==> src/rtl/alu_pkg.sv <==
// alu_pkg: shared definitions for the sequential ALU.
//   - Opcode encodings (4-bit controlBits values).
//   - FSM state encoding used by alu_seq and exposed on its debug port.
//   - Small opcode classification helpers.
package alu_pkg;

  localparam logic [3:0] OP_ADD  = 4'd0;
  localparam logic [3:0] OP_SUB  = 4'd1;
  localparam logic [3:0] OP_XOR  = 4'd2;
  localparam logic [3:0] OP_SLTU = 4'd3;
  localparam logic [3:0] OP_MUL  = 4'd4;
  localparam logic [3:0] OP_DIV  = 4'd5;
  localparam logic [3:0] OP_MOD  = 4'd6;
  localparam logic [3:0] OP_OR   = 4'd7;
  localparam logic [3:0] OP_AND  = 4'd8;
  localparam logic [3:0] OP_SLT  = 4'd9;

  typedef enum logic [1:0] {
    S_IDLE = 2'd0,
    S_BUSY = 2'd1,
    S_DONE = 2'd2
  } state_t;

  // Ops that go through the multi-cycle multiply/divide unit.
  function automatic logic is_iter_op(input logic [3:0] op);
    return (op == OP_MUL) || (op == OP_DIV) || (op == OP_MOD);
  endfunction

  // Opcodes 10..15 are undefined.
  function automatic logic is_legal_op(input logic [3:0] op);
    return op <= OP_SLT;
  endfunction

endpackage

==> src/rtl/alu_iter_muldiv.sv <==
// alu_iter_muldiv: iterative unsigned shift-add multiplier / restoring divider.
//   Works on magnitudes only; the caller applies signs afterwards.
// Ports:
//   clock, resetN      : clock, asynchronous active-low reset
//   start              : one-cycle pulse, samples is_div/a_mag/b_mag
//   is_div             : 1 = divide a_mag by b_mag, 0 = multiply
//   a_mag, b_mag       : unsigned operand magnitudes
//   done               : high for one cycle once the result registers are final
//   prod_hi            : upper WIDTH bits of the product (lower bits on quot)
//   quot               : quotient (divide) or low product half (multiply)
//   rem                : remainder (divide)
// The first step is taken on the start edge itself, so WIDTH steps complete
// over the start edge plus WIDTH-1 running edges; done rises while the
// counter holds 1 and the counter reaches 0 on the edge that consumes done.
module alu_iter_muldiv #(
  parameter int WIDTH = 32
) (
  input  logic             clock,
  input  logic             resetN,
  input  logic             start,
  input  logic             is_div,
  input  logic [WIDTH-1:0] a_mag,
  input  logic [WIDTH-1:0] b_mag,
  output logic             done,
  output logic [WIDTH-1:0] prod_hi,
  output logic [WIDTH-1:0] quot,
  output logic [WIDTH-1:0] rem
);

  localparam int CNT_W = $clog2(WIDTH) + 1;

  // acc is the shared accumulator: partial product high half (multiply)
  // or partial remainder (divide). q holds multiplier / dividend bits and
  // collects product-low / quotient bits as they shift through.
  logic [WIDTH:0]   acc;
  logic [WIDTH-1:0] q;
  logic [WIDTH-1:0] b_r;
  logic             div_r;
  logic             running;
  logic [CNT_W-1:0] cnt;

  logic [WIDTH:0]   src_acc;
  logic [WIDTH-1:0] src_q;
  logic [WIDTH-1:0] src_b;
  logic             src_div;
  logic [WIDTH:0]   sum;
  logic [WIDTH:0]   shifted;
  logic [WIDTH:0]   nxt_acc;
  logic [WIDTH-1:0] nxt_q;

  // One iteration step; on the start edge it runs on the fresh operands.
  always_comb begin
    src_acc = start ? '0 : acc;
    src_q   = start ? a_mag : q;
    src_b   = start ? b_mag : b_r;
    src_div = start ? is_div : div_r;
    sum     = src_acc + (src_q[0] ? {1'b0, src_b} : '0);
    shifted = {src_acc[WIDTH-1:0], src_q[WIDTH-1]};
    nxt_acc = '0;
    nxt_q   = '0;
    if (src_div) begin
      if (shifted >= {1'b0, src_b}) begin
        nxt_acc = shifted - {1'b0, src_b};
        nxt_q   = {src_q[WIDTH-2:0], 1'b1};
      end else begin
        nxt_acc = shifted;
        nxt_q   = {src_q[WIDTH-2:0], 1'b0};
      end
    end else begin
      nxt_acc = {1'b0, sum[WIDTH:1]};
      nxt_q   = {sum[0], src_q[WIDTH-1:1]};
    end
  end

  always_ff @(posedge clock or negedge resetN) begin
    if (!resetN) begin
      acc     <= '0;
      q       <= '0;
      b_r     <= '0;
      div_r   <= 1'b0;
      running <= 1'b0;
      cnt     <= '0;
    end else if (start) begin
      acc     <= nxt_acc;
      q       <= nxt_q;
      b_r     <= b_mag;
      div_r   <= is_div;
      running <= 1'b1;
      cnt     <= CNT_W'(WIDTH);
    end else if (running) begin
      cnt <= cnt - CNT_W'(1);
      if (cnt == CNT_W'(1)) begin
        running <= 1'b0;
      end else begin
        acc <= nxt_acc;
        q   <= nxt_q;
      end
    end
  end

  assign done    = running && (cnt == CNT_W'(1));
  assign prod_hi = acc[WIDTH-1:0];
  assign rem     = acc[WIDTH-1:0];
  assign quot    = q;

endmodule

==> src/rtl/alu_seq.sv <==
// alu_seq: multi-cycle ALU with valid/ready handshakes on both sides.
// Ports:
//   clock, resetN                : clock, asynchronous active-low reset
//   startValid/startReady        : operation request handshake
//   controlBits, in1, in2        : opcode and signed operands, sampled on accept
//   out                          : result
//   zr, neg, cout, ovf           : zero, sign, carry/not-borrow, signed overflow
//   divByZero, illegalOp         : DIV/MOD with in2 == 0, undefined opcode
//   outValid/outReady            : result handshake
//   dbg_state                    : current FSM state
// Handshake: a transfer happens on a rising edge where valid && ready are
// both high. Once valid is raised its payload stays constant until that
// transfer; ready may be asserted independently of valid.
// Single-cycle ops go IDLE->DONE on the accept edge. MUL/DIV/MOD go through
// BUSY while alu_iter_muldiv iterates, then the sign fix-up is registered on
// the DONE entry edge. out and all flags are registered and hold until the
// next result is loaded.
module alu_seq
  import alu_pkg::*;
#(
  parameter int WIDTH = 32
) (
  input  logic             clock,
  input  logic             resetN,
  input  logic             startValid,
  output logic             startReady,
  input  logic [3:0]       controlBits,
  input  logic [WIDTH-1:0] in1,
  input  logic [WIDTH-1:0] in2,
  output logic [WIDTH-1:0] out,
  output logic             zr,
  output logic             neg,
  output logic             cout,
  output logic             ovf,
  output logic             divByZero,
  output logic             illegalOp,
  output logic             outValid,
  input  logic             outReady,
  output state_t           dbg_state
);

  localparam logic [WIDTH-1:0] MIN_VAL = {1'b1, {(WIDTH-1){1'b0}}};
  localparam logic [WIDTH-1:0] ONES    = '1;

  state_t           state;
  logic [3:0]       op_q;
  logic [WIDTH-1:0] a_q;
  logic [WIDTH-1:0] b_q;

  logic accept;
  assign accept    = startValid && startReady;
  assign dbg_state = state;

  // ---------------- single-cycle datapath (from live inputs) -------------
  logic [WIDTH:0]   add_full;
  logic [WIDTH:0]   sub_full;
  logic [WIDTH-1:0] sc_res;
  logic             sc_cout;
  logic             sc_ovf;
  logic             sc_ill;

  always_comb begin
    add_full = {1'b0, in1} + {1'b0, in2};
    // Subtract as in1 + ~in2 + 1 so the carry out is directly NOT borrow.
    sub_full = {1'b0, in1} + {1'b0, ~in2} + (WIDTH+1)'(1);
    sc_res   = '0;
    sc_cout  = 1'b0;
    sc_ovf   = 1'b0;
    sc_ill   = 1'b0;
    case (controlBits)
      OP_ADD: begin
        sc_res  = add_full[WIDTH-1:0];
        sc_cout = add_full[WIDTH];
        sc_ovf  = (in1[WIDTH-1] == in2[WIDTH-1]) &&
                  (add_full[WIDTH-1] != in1[WIDTH-1]);
      end
      OP_SUB: begin
        sc_res  = sub_full[WIDTH-1:0];
        sc_cout = sub_full[WIDTH];
        sc_ovf  = (in1[WIDTH-1] != in2[WIDTH-1]) &&
                  (sub_full[WIDTH-1] != in1[WIDTH-1]);
      end
      OP_XOR:  sc_res = in1 ^ in2;
      OP_OR:   sc_res = in1 | in2;
      OP_AND:  sc_res = in1 & in2;
      OP_SLT:  sc_res = {{(WIDTH-1){1'b0}}, ($signed(in1) < $signed(in2))};
      OP_SLTU: sc_res = {{(WIDTH-1){1'b0}}, (in1 < in2)};
      default: sc_ill = !is_legal_op(controlBits);
    endcase
  end

  // ---------------- iterative unit ----------------------------------------
  logic             it_start;
  logic             it_is_div;
  logic [WIDTH-1:0] a_mag;
  logic [WIDTH-1:0] b_mag;
  logic             it_done;
  logic [WIDTH-1:0] it_hi;
  logic [WIDTH-1:0] it_quot;
  logic [WIDTH-1:0] it_rem;

  assign it_start  = accept && is_iter_op(controlBits);
  assign it_is_div = (controlBits != OP_MUL);
  // |MIN| is 2^(WIDTH-1), which is representable as an unsigned magnitude.
  assign a_mag     = in1[WIDTH-1] ? (~in1 + WIDTH'(1)) : in1;
  assign b_mag     = in2[WIDTH-1] ? (~in2 + WIDTH'(1)) : in2;

  alu_iter_muldiv #(.WIDTH(WIDTH)) u_iter (
    .clock   (clock),
    .resetN  (resetN),
    .start   (it_start),
    .is_div  (it_is_div),
    .a_mag   (a_mag),
    .b_mag   (b_mag),
    .done    (it_done),
    .prod_hi (it_hi),
    .quot    (it_quot),
    .rem     (it_rem)
  );

  // ---------------- sign fix-up for MUL/DIV/MOD ---------------------------
  logic                 a_neg;
  logic                 b_neg;
  logic [2*WIDTH-1:0]   prod_mag;
  logic [2*WIDTH-1:0]   prod_s;
  logic [WIDTH-1:0]     it_res;
  logic                 it_ovf;
  logic                 it_dbz;

  always_comb begin
    a_neg    = a_q[WIDTH-1];
    b_neg    = b_q[WIDTH-1];
    prod_mag = {it_hi, it_quot};
    prod_s   = (a_neg ^ b_neg) ? (~prod_mag + (2*WIDTH)'(1)) : prod_mag;
    it_res   = '0;
    it_ovf   = 1'b0;
    it_dbz   = 1'b0;
    case (op_q)
      OP_MUL: begin
        it_res = prod_s[WIDTH-1:0];
        // Fits only if the high half is the sign extension of the low half.
        it_ovf = (prod_s[2*WIDTH-1:WIDTH] != {WIDTH{prod_s[WIDTH-1]}});
      end
      OP_DIV: begin
        if (b_q == '0) begin
          it_res = ONES;
          it_dbz = 1'b1;
        end else if ((a_q == MIN_VAL) && (b_q == ONES)) begin
          it_res = MIN_VAL;
          it_ovf = 1'b1;
        end else begin
          it_res = (a_neg ^ b_neg) ? (~it_quot + WIDTH'(1)) : it_quot;
        end
      end
      OP_MOD: begin
        if (b_q == '0) begin
          it_res = a_q;
          it_dbz = 1'b1;
        end else begin
          // MIN % -1 falls out as a zero remainder magnitude.
          it_res = a_neg ? (~it_rem + WIDTH'(1)) : it_rem;
        end
      end
      default: it_res = '0;
    endcase
  end

  // ---------------- FSM with registered outputs ---------------------------
  always_ff @(posedge clock or negedge resetN) begin
    if (!resetN) begin
      state      <= S_IDLE;
      startReady <= 1'b1;
      outValid   <= 1'b0;
      out        <= '0;
      zr         <= 1'b0;
      neg        <= 1'b0;
      cout       <= 1'b0;
      ovf        <= 1'b0;
      divByZero  <= 1'b0;
      illegalOp  <= 1'b0;
      op_q       <= '0;
      a_q        <= '0;
      b_q        <= '0;
    end else begin
      case (state)
        S_IDLE: begin
          if (accept) begin
            op_q       <= controlBits;
            a_q        <= in1;
            b_q        <= in2;
            startReady <= 1'b0;
            if (is_iter_op(controlBits)) begin
              state <= S_BUSY;
            end else begin
              state     <= S_DONE;
              outValid  <= 1'b1;
              out       <= sc_res;
              zr        <= (sc_res == '0);
              neg       <= sc_res[WIDTH-1];
              cout      <= sc_cout;
              ovf       <= sc_ovf;
              divByZero <= 1'b0;
              illegalOp <= sc_ill;
            end
          end
        end
        S_BUSY: begin
          if (it_done) begin
            state     <= S_DONE;
            outValid  <= 1'b1;
            out       <= it_res;
            zr        <= (it_res == '0);
            neg       <= it_res[WIDTH-1];
            cout      <= 1'b0;
            ovf       <= it_ovf;
            divByZero <= it_dbz;
            illegalOp <= 1'b0;
          end
        end
        S_DONE: begin
          if (outReady) begin
            state      <= S_IDLE;
            outValid   <= 1'b0;
            startReady <= 1'b1;
          end
        end
        default: begin
          state      <= S_IDLE;
          outValid   <= 1'b0;
          startReady <= 1'b1;
        end
      endcase
    end
  end

endmodule
==> config.mk <==
export PLATFORM = sky130hd
export DESIGN_NAME = alu_seq
export DESIGN_NICKNAME = d
export VERILOG_FILES = /design/src/rtl/alu_pkg.sv /design/src/rtl/alu_iter_muldiv.sv /design/src/rtl/alu_seq.sv
export SDC_FILE = /design/constraint.sdc
export NUM_CORES = 1
export LEC_CHECK = 0
export CAP_MARGIN = 20
export CORE_MARGIN = 2
export CORE_UTILIZATION = 43
export DETAILED_ROUTE_END_ITERATION = 8
export PLACE_DENSITY_LB_ADDON = 0.1
export SLEW_MARGIN = 20
export SYNTH_ARGS = -nofsm -noshare
export SYNTH_HDL_FRONTEND = slang
export SYNTH_HIERARCHICAL = 1
export SYNTH_SLANG_ARGS = --single-unit
==> constraint.sdc <==
create_clock -name clock -period 6.85 [get_ports clock]
set_input_delay 0.685 -clock clock [delete_from_list [all_inputs] [get_ports clock]]
set_output_delay 0.685 -clock clock [all_outputs]
set_load 0.1 [all_outputs]
==> impl_metrics.env, run 1 <==
export IMPL_outcome="finished, final reports clean"
export IMPL_switching_power_mw=5.17
export IMPL_slew_violations=0
export IMPL_synth_area_per_cell_um2=7.71
export IMPL_cap_violations=0
export IMPL_synth_seq_area_share_pct=21.9
export IMPL_antenna_found_initial=4
export IMPL_cts_path_max_buffers=3
export IMPL_swShare_pct=51.5
export IMPL_seqPwrFrac_pct=23.2
export IMPL_cpLargestDelayFamily="simple AND/OR/NAND/NOR gates"
export IMPL_place_congestion=0.982
export IMPL_first_pass_iters=6
export IMPL_drtIter0Drc=2701
export IMPL_dp_cells=3955
export IMPL_regArea_um2=5360
export IMPL_grt_pass1_vias=24649
export IMPL_numClockSinks=214
export IMPL_cts_made_buffers=28
export IMPL_nNetsFinal=3486
export IMPL_ctsResizeCount=0
export IMPL_ys_warn_count=6
export IMPL_start_util_pct=43.4
export IMPL_tns_ns=0
export IMPL_rsz0062_at_grt="false"
export IMPL_powerDensity_nw_per_um2=365
export IMPL_synth_largest_area_cell="dfrtp_1"
export IMPL_drive_above_1_share_pct=10.6
export IMPL_p_leak_nw=11.6
export IMPL_synth_top_area_share_pct=21.8
export IMPL_worstHoldPathType="in2async"
export IMPL_cp_slowest_cell="or4_1"
export IMPL_async_reset_ff_share_pct=100
export IMPL_cp_max_fo=4
export IMPL_fp_dieH_um=243
export IMPL_grtUsageTotal_pct=36.0
export IMPL_fillCellCount=5732
export IMPL_irDropWorstVdd_uv=262
export IMPL_via_count=25686
export IMPL_cts_tree="yes"
export IMPL_stdcell_count=4007
export IMPL_crit_type="in2reg"
export IMPL_end_kind="register"
export IMPL_clk_pin_slew_ns=0.06
export IMPL_wl_um=109000
export IMPL_crit_required_ns=7.33
export IMPL_final_core_util_pct=48.8
export IMPL_rows=87
export IMPL_grt_pass1_wl_um=162000
export IMPL_grt_max_degree=131
export IMPL_ios=114
export IMPL_core_area_um2=56400
export IMPL_setup_viol=0
export IMPL_grt_overflow=0
export IMPL_ant_nets=0
export IMPL_placement_io_buffers=113
export IMPL_finalHoldViolations=0
export IMPL_dp_hpwl_um=86100
export IMPL_multi_input_area_um2=17500
export IMPL_vias_per_cell=6.41
export IMPL_clock_fmax_ghz=0.159
export IMPL_pwr_share_comb_pct=61.9
export IMPL_slew_limit_headroom_pct=26.5
export IMPL_synth_edf_count=0
export IMPL_routedWlPerCell_um=27.2
export IMPL_path_common_cell="or3_1"
export IMPL_clock_skew_ns=0.0333
export IMPL_start_kind="input pin"
export IMPL_hold_buffers=0
export IMPL_finalCriticalPeriod_ns=6.29
export IMPL_crit_buf_inv=2
export IMPL_worstMarginPinSlew_ns=1.10
export IMPL_synthCells=3178
export IMPL_die_area_um2=58900
export IMPL_die_x_um=243
export IMPL_cp_arrival_ns=6.77
export IMPL_post_cts_buffers=0
export IMPL_synth_seq_cells=214
export IMPL_power_mw=10.0
export IMPL_ctsRootBufferMaster="clkbuf_16"
export IMPL_yosysUniqueCellTypes=101
export IMPL_period_share_pct=91.8
export IMPL_intPower_mw=4.87
export IMPL_cpPeakStageDelay_ns=0.55
export IMPL_ys_flop_type="dfrtp_1"
export IMPL_pwr_share_clk_pct=14.9
export IMPL_yosys_top_cells_area="dfrtp_1, ha_1, a21oi_1, xnor2_1, nor2_1"
export IMPL_drc=0
export IMPL_netlist_area_um2=24500
export IMPL_crit_chain="clkdlybuf4s50_1, nor4_1, nand4_1, or4_1, or3_1, or3_1, or4_1, or3_1, nor4_1, mux2i_1, ha_1, inv_1, ha_1, a21oi_1, a211oi_1, nor3_1, nor3_1, nor2_1, o21ai_0, a221oi_1, mux2i_1, a22o_1"
export IMPL_synth_nets=3435
export IMPL_htree_num_levels=1
export IMPL_hold_worst_slack_ns=0.133
export IMPL_area_growth_pct=12.3
export IMPL_clkLatencyLatePin_ns=0.59
worst paths after layout:
check,end,startpoint,slack (ns),cells past startpoint
worst max-delay path,u_iter/acc[32]$_DFFE_PN0P_,in1[5],0.56,22
worst min-delay path,out[1]$_DFFE_PN0P_,resetN,0.13,1
worst max register to register,ovf$_DFFE_PN0P_,u_iter/quot[0]$_DFFE_PN0P_,1.58,13
worst min register to register,out[3]$_DFFE_PN0P_,out[3]$_DFFE_PN0P_,0.49,2
max in group asynchronous,b_q[6]$_DFFE_PN0P_,resetN,5.42,2
min in group clock,out[3]$_DFFE_PN0P_,out[3]$_DFFE_PN0P_,0.49,2
layout make-up:
cell class,count,area share (%)
multi-input combinational,2574,63.5
sequential,214,19.5
timing repair buffer,251,8.06
tap,756,3.44
clock buffer,41,2.91
inverter,160,2.18
clock inverter,9,0.414
antenna,2,0.0182
cell usage after synthesis, drive strengths merged (62+ instances only):
cell type    n
nor3        68
xnor2      134
buf         91
a21oi      254
nand2      282
inv        158
mux2i       75
ha         182
xor2        75
o21ai      206
dfrtp      213
nor2       300
mux2        79
clkbuf     139
nor2b       62
metal layers:
layer	up-vias	wire (um)	track usage (%)
li1	11651	-	-
met1	12485	45800	47.7
met2	1276	48100	57.1
met3	270	8470	5.13
met4	4	6470	18.5
met5	-	27	0
power groups by stage:
stage,sequential [mW],clock [mW],combinational (mW)
2_1_floorplan,2.38,0,4.26
3_3_place_gp,2.31,0,6.03
3_5_place_dp,2.32,0,6.07
4_1_cts,2.30,1.51,6.11
5_1_grt,2.36,1.56,6.73
6_report,2.33,1.49,6.22
cells in the final DEF, fill, tap and decap left out, types with 38 or more instances in the layout:
cell / Yosys / layout
nor2_1: 299 / 298
nand2_1: 280 / 280
a21oi_1: 252 / 251
dfrtp_1: 213 / 213
o21ai_0: 197 / 197
ha_1: 182 / 182
inv_1: 157 / 156
buf_4: 65 / 134
xnor2_1: 134 / 133
clkdlybuf4s50_1: 0 / 112
mux2_2: 79 / 79
mux2i_1: 75 / 74
xor2_1: 74 / 73
nor3_1: 67 / 66
nor2b_1: 62 / 62
nand3_1: 60 / 60
o31ai_1: 57 / 57
nor4_1: 51 / 51
nand4_1: 48 / 48
a31oi_1: 48 / 48
a21o_1: 48 / 48
a211oi_1: 38 / 38
metrics by stage:
step | instance area, um^2 | setup WS, ns
6_report | 27500 | 0.565
5_1_grt | 27500 | 0.150
4_1_cts | 27500 | 0.663
3_5_place_dp | 26600 | 0.0635
3_3_place_gp | 26600 | 0.164
2_1_floorplan | 24500 | 0.924
registers in the layout, indices dropped and copies added, names as in the netlist:
| name | flops |
|---|---|
| u_iter/acc | 33 |
| a_q | 32 |
| b_q | 32 |
| out | 32 |
| u_iter/b_r | 32 |
| u_iter/quot | 32 |
| u_iter/cnt | 6 |
| op_q | 4 |
| dbg_state | 2 |
| cout | 1 |
| divByZero | 1 |
| illegalOp | 1 |
| outValid | 1 |
| ovf | 1 |
| startReady | 1 |
| u_iter/div_r | 1 |
| u_iter/running | 1 |
| zr | 1 |
cell families after synthesis:
family                   after synthesis  share of synthesized area (%)
XOR/XNOR                             209                           7.50
buffers and inverters                390                           7.05
adder cells (fa/ha/maj)              185                           9.54
AND/OR/NAND/NOR                     1078                           21.8
flip-flops                           214                           21.9
multiplexers                         154                           6.70
AO/OA/AOI/OAI                        948                           25.5
Power figures use the tool's default switching activity.
==> run 2: changes to the inputs <==
--- a/config.mk
+++ b/config.mk
@@ -5,9 +5,11 @@
 export SDC_FILE = /design/constraint.sdc
 export NUM_CORES = 1
 export LEC_CHECK = 0
+export ABC_CLOCK_PERIOD_IN_PS = 6850
 export CAP_MARGIN = 20
 export CORE_MARGIN = 2
 export CORE_UTILIZATION = 43
+export CTS_BUF_LIST = sky130_fd_sc_hd__clkbuf_8
 export DETAILED_ROUTE_END_ITERATION = 8
 export PLACE_DENSITY_LB_ADDON = 0.1
 export SLEW_MARGIN = 20
==> run 2 against run 1 <==
Utilization grew 0.19 points; total power grew 0.77%; critical path depth is the same; non-clock buffer count is the same; wire length grew 0.31%; maximum frequency grew 0.88%.
==> impl_metrics.env, run 2 (synthesis results as in run 1) <==
export IMPL_cpLargestDelayFamily="simple AND/OR/NAND/NOR gates"
export IMPL_grtUsageTotal_pct=36.2
export IMPL_cts_path_max_buffers=3
export IMPL_setup_viol=0
export IMPL_clkLatencyLatePin_ns=0.68
export IMPL_worstMarginPinSlew_ns=1.08
export IMPL_powerDensity_nw_per_um2=366
export IMPL_slew_limit_headroom_pct=28.1
export IMPL_hold_worst_slack_ns=0.0941
export IMPL_tns_ns=0
export IMPL_htree_num_levels=2
export IMPL_largest_register="u_iter/acc"
export IMPL_hold_buffers=0
export IMPL_layout_setup_ws_ns=0.620
export IMPL_grt_overflow=0
export IMPL_largest_reg_flops=33
export IMPL_via_count=25849
export IMPL_core_area_um2=56400
export IMPL_period_share_pct=91.0
export IMPL_finalCriticalPeriod_ns=6.23
export IMPL_ctsResizeCount=0
export IMPL_cap_violations=0
export IMPL_clk_pin_slew_ns=0.06
export IMPL_start_kind="input pin"
export IMPL_ant_nets=0
export IMPL_start_util_pct=43.4
export IMPL_path_common_cell="or3_1"
export IMPL_routedWlPerCell_um=27.0
export IMPL_cpPeakStageDelay_ns=0.54
export IMPL_die_x_um=243
export IMPL_crit_required_ns=7.37
export IMPL_outcome="finished, final reports clean"
export IMPL_vias_per_cell=6.40
export IMPL_crit_buf_inv=2
export IMPL_die_area_um2=58900
export IMPL_multi_input_area_um2=17500
export IMPL_place_congestion=0.982
export IMPL_fillCellCount=5751
export IMPL_end_kind="register"
export IMPL_slew_violations=0
export IMPL_numClockSinks=214
export IMPL_placed_cell_area_um2=26600
export IMPL_crit_chain="clkdlybuf4s50_1, nor4_1, nand4_1, or4_1, or3_1, or3_1, or4_1, or3_1, nor4_1, mux2i_1, ha_1, inv_1, ha_1, a21oi_1, a211oi_1, nor3_1, nor3_1, nor2_1, o21ai_0, a221oi_1, mux2i_1, a22o_1"
export IMPL_layout_commonest_cell="nor2_1"
export IMPL_cts_made_buffers=45
export IMPL_regArea_um2=5360
export IMPL_dp_cells=3955
export IMPL_placement_io_buffers=113
export IMPL_clock_skew_ns=0.0789
export IMPL_grt_pass1_vias=24786
export IMPL_stdcell_count=4039
export IMPL_dp_hpwl_um=86100
export IMPL_rsz0062_at_grt="false"
export IMPL_fp_dieH_um=243
export IMPL_crit_type="in2reg"
export IMPL_post_cts_buffers=0
export IMPL_finalHoldViolations=0
export IMPL_worstHoldPathType="in2async"
export IMPL_fin_area_um2=27600
export IMPL_cp_arrival_ns=6.75
export IMPL_grt_max_degree=131
export IMPL_cts_tree="yes"
export IMPL_drtIter0Drc=2903
export IMPL_rows=87
export IMPL_final_cell_mix="nor2_1, nand2_1, a21oi_1, dfrtp_1, o21ai_0"
export IMPL_cp_max_fo=4
export IMPL_nNetsFinal=3503
export IMPL_ctsRootBufferMaster="clkbuf_8"
export IMPL_wl_um=109000
export IMPL_first_pass_iters=6
export IMPL_clock_fmax_ghz=0.161
export IMPL_dp_slack_ns=0.0635
export IMPL_grt_pass1_wl_um=162000
export IMPL_ios=114
export IMPL_irDropWorstVdd_uv=308
export IMPL_drive_above_1_share_pct=11.3
export IMPL_area_growth_pct=12.8
export IMPL_antenna_found_initial=5
export IMPL_drc=0
export IMPL_cp_slowest_cell="or4_1"
export IMPL_p_leak_nw=11.7
## run 2: cell types whose count changed in the layout (fill, tap and decap cells not counted), moves of 2 or more
cell / change
clkinv_2: +2
bufinv_16: +3
clkbuf_1: -8
clkbuf_16: -28
clkinvlp_4: -2
clkbuf_8: +49
inv_1: +13
## run 2: layout make-up
class	count	area share, %
sequential	214	19.4
inverter	160	2.17
clock buffer	54	2.69
tap	756	3.42
antenna	3	0.0272
timing repair buffer	251	8.03
clock inverter	27	0.997
multi-input combinational	2574	63.3
## run 2: report_power, final
| group | internal [mW] | switching (mW) | total [mW] | leakage [nW] |
|---|---|---|---|---|
| clock network | 0.912 | 0.658 | 1.57 | 0.568 |
| logic | 2.34 | 3.87 | 6.21 | 8.52 |
| registers | 1.65 | 0.682 | 2.33 | 2.63 |
## run 2: final timing paths
path / start / end / slack [ns] / depth (start not counted)
max in group asynchronous: resetN / u_iter/b_r[17]$_DFF_PN0_ / 5.51 / 2
min in group clock: out[15]$_DFFE_PN0P_ / out[15]$_DFFE_PN0P_ / 0.49 / 2
hold / removal: resetN / u_iter/quot[20]$_DFFE_PN0P_ / 0.09 / 1
setup reg to reg: u_iter/quot[0]$_DFFE_PN0P_ / ovf$_DFFE_PN0P_ / 1.56 / 13
hold reg to reg: out[15]$_DFFE_PN0P_ / out[15]$_DFFE_PN0P_ / 0.49 / 2
setup / recovery: in1[5] / u_iter/acc[32]$_DFFE_PN0P_ / 0.62 / 22
## run 2: metrics by stage
| step | power [mW] | util, % |
|---|---|---|
| 3_3_place_gp | 8.34 | 47.1 |
| 4_1_cts | 10.0 | 49.0 |
| 3_5_place_dp | 8.39 | 47.2 |
| 5_1_grt | 10.7 | 49.0 |
| 2_1_floorplan | 6.64 | - |
| 6_report | 10.1 | 49.0 |
## run 2: routing by layer
layer  vias to the layer above  GRT usage, %  routed length [um]
met2                      1308          57.4               48400
met4                         2          18.5                6290
li1                      11703             -                   -
met1                     12570          47.2               45600
met5                         -             0                  13
met3                       266          6.27                9010
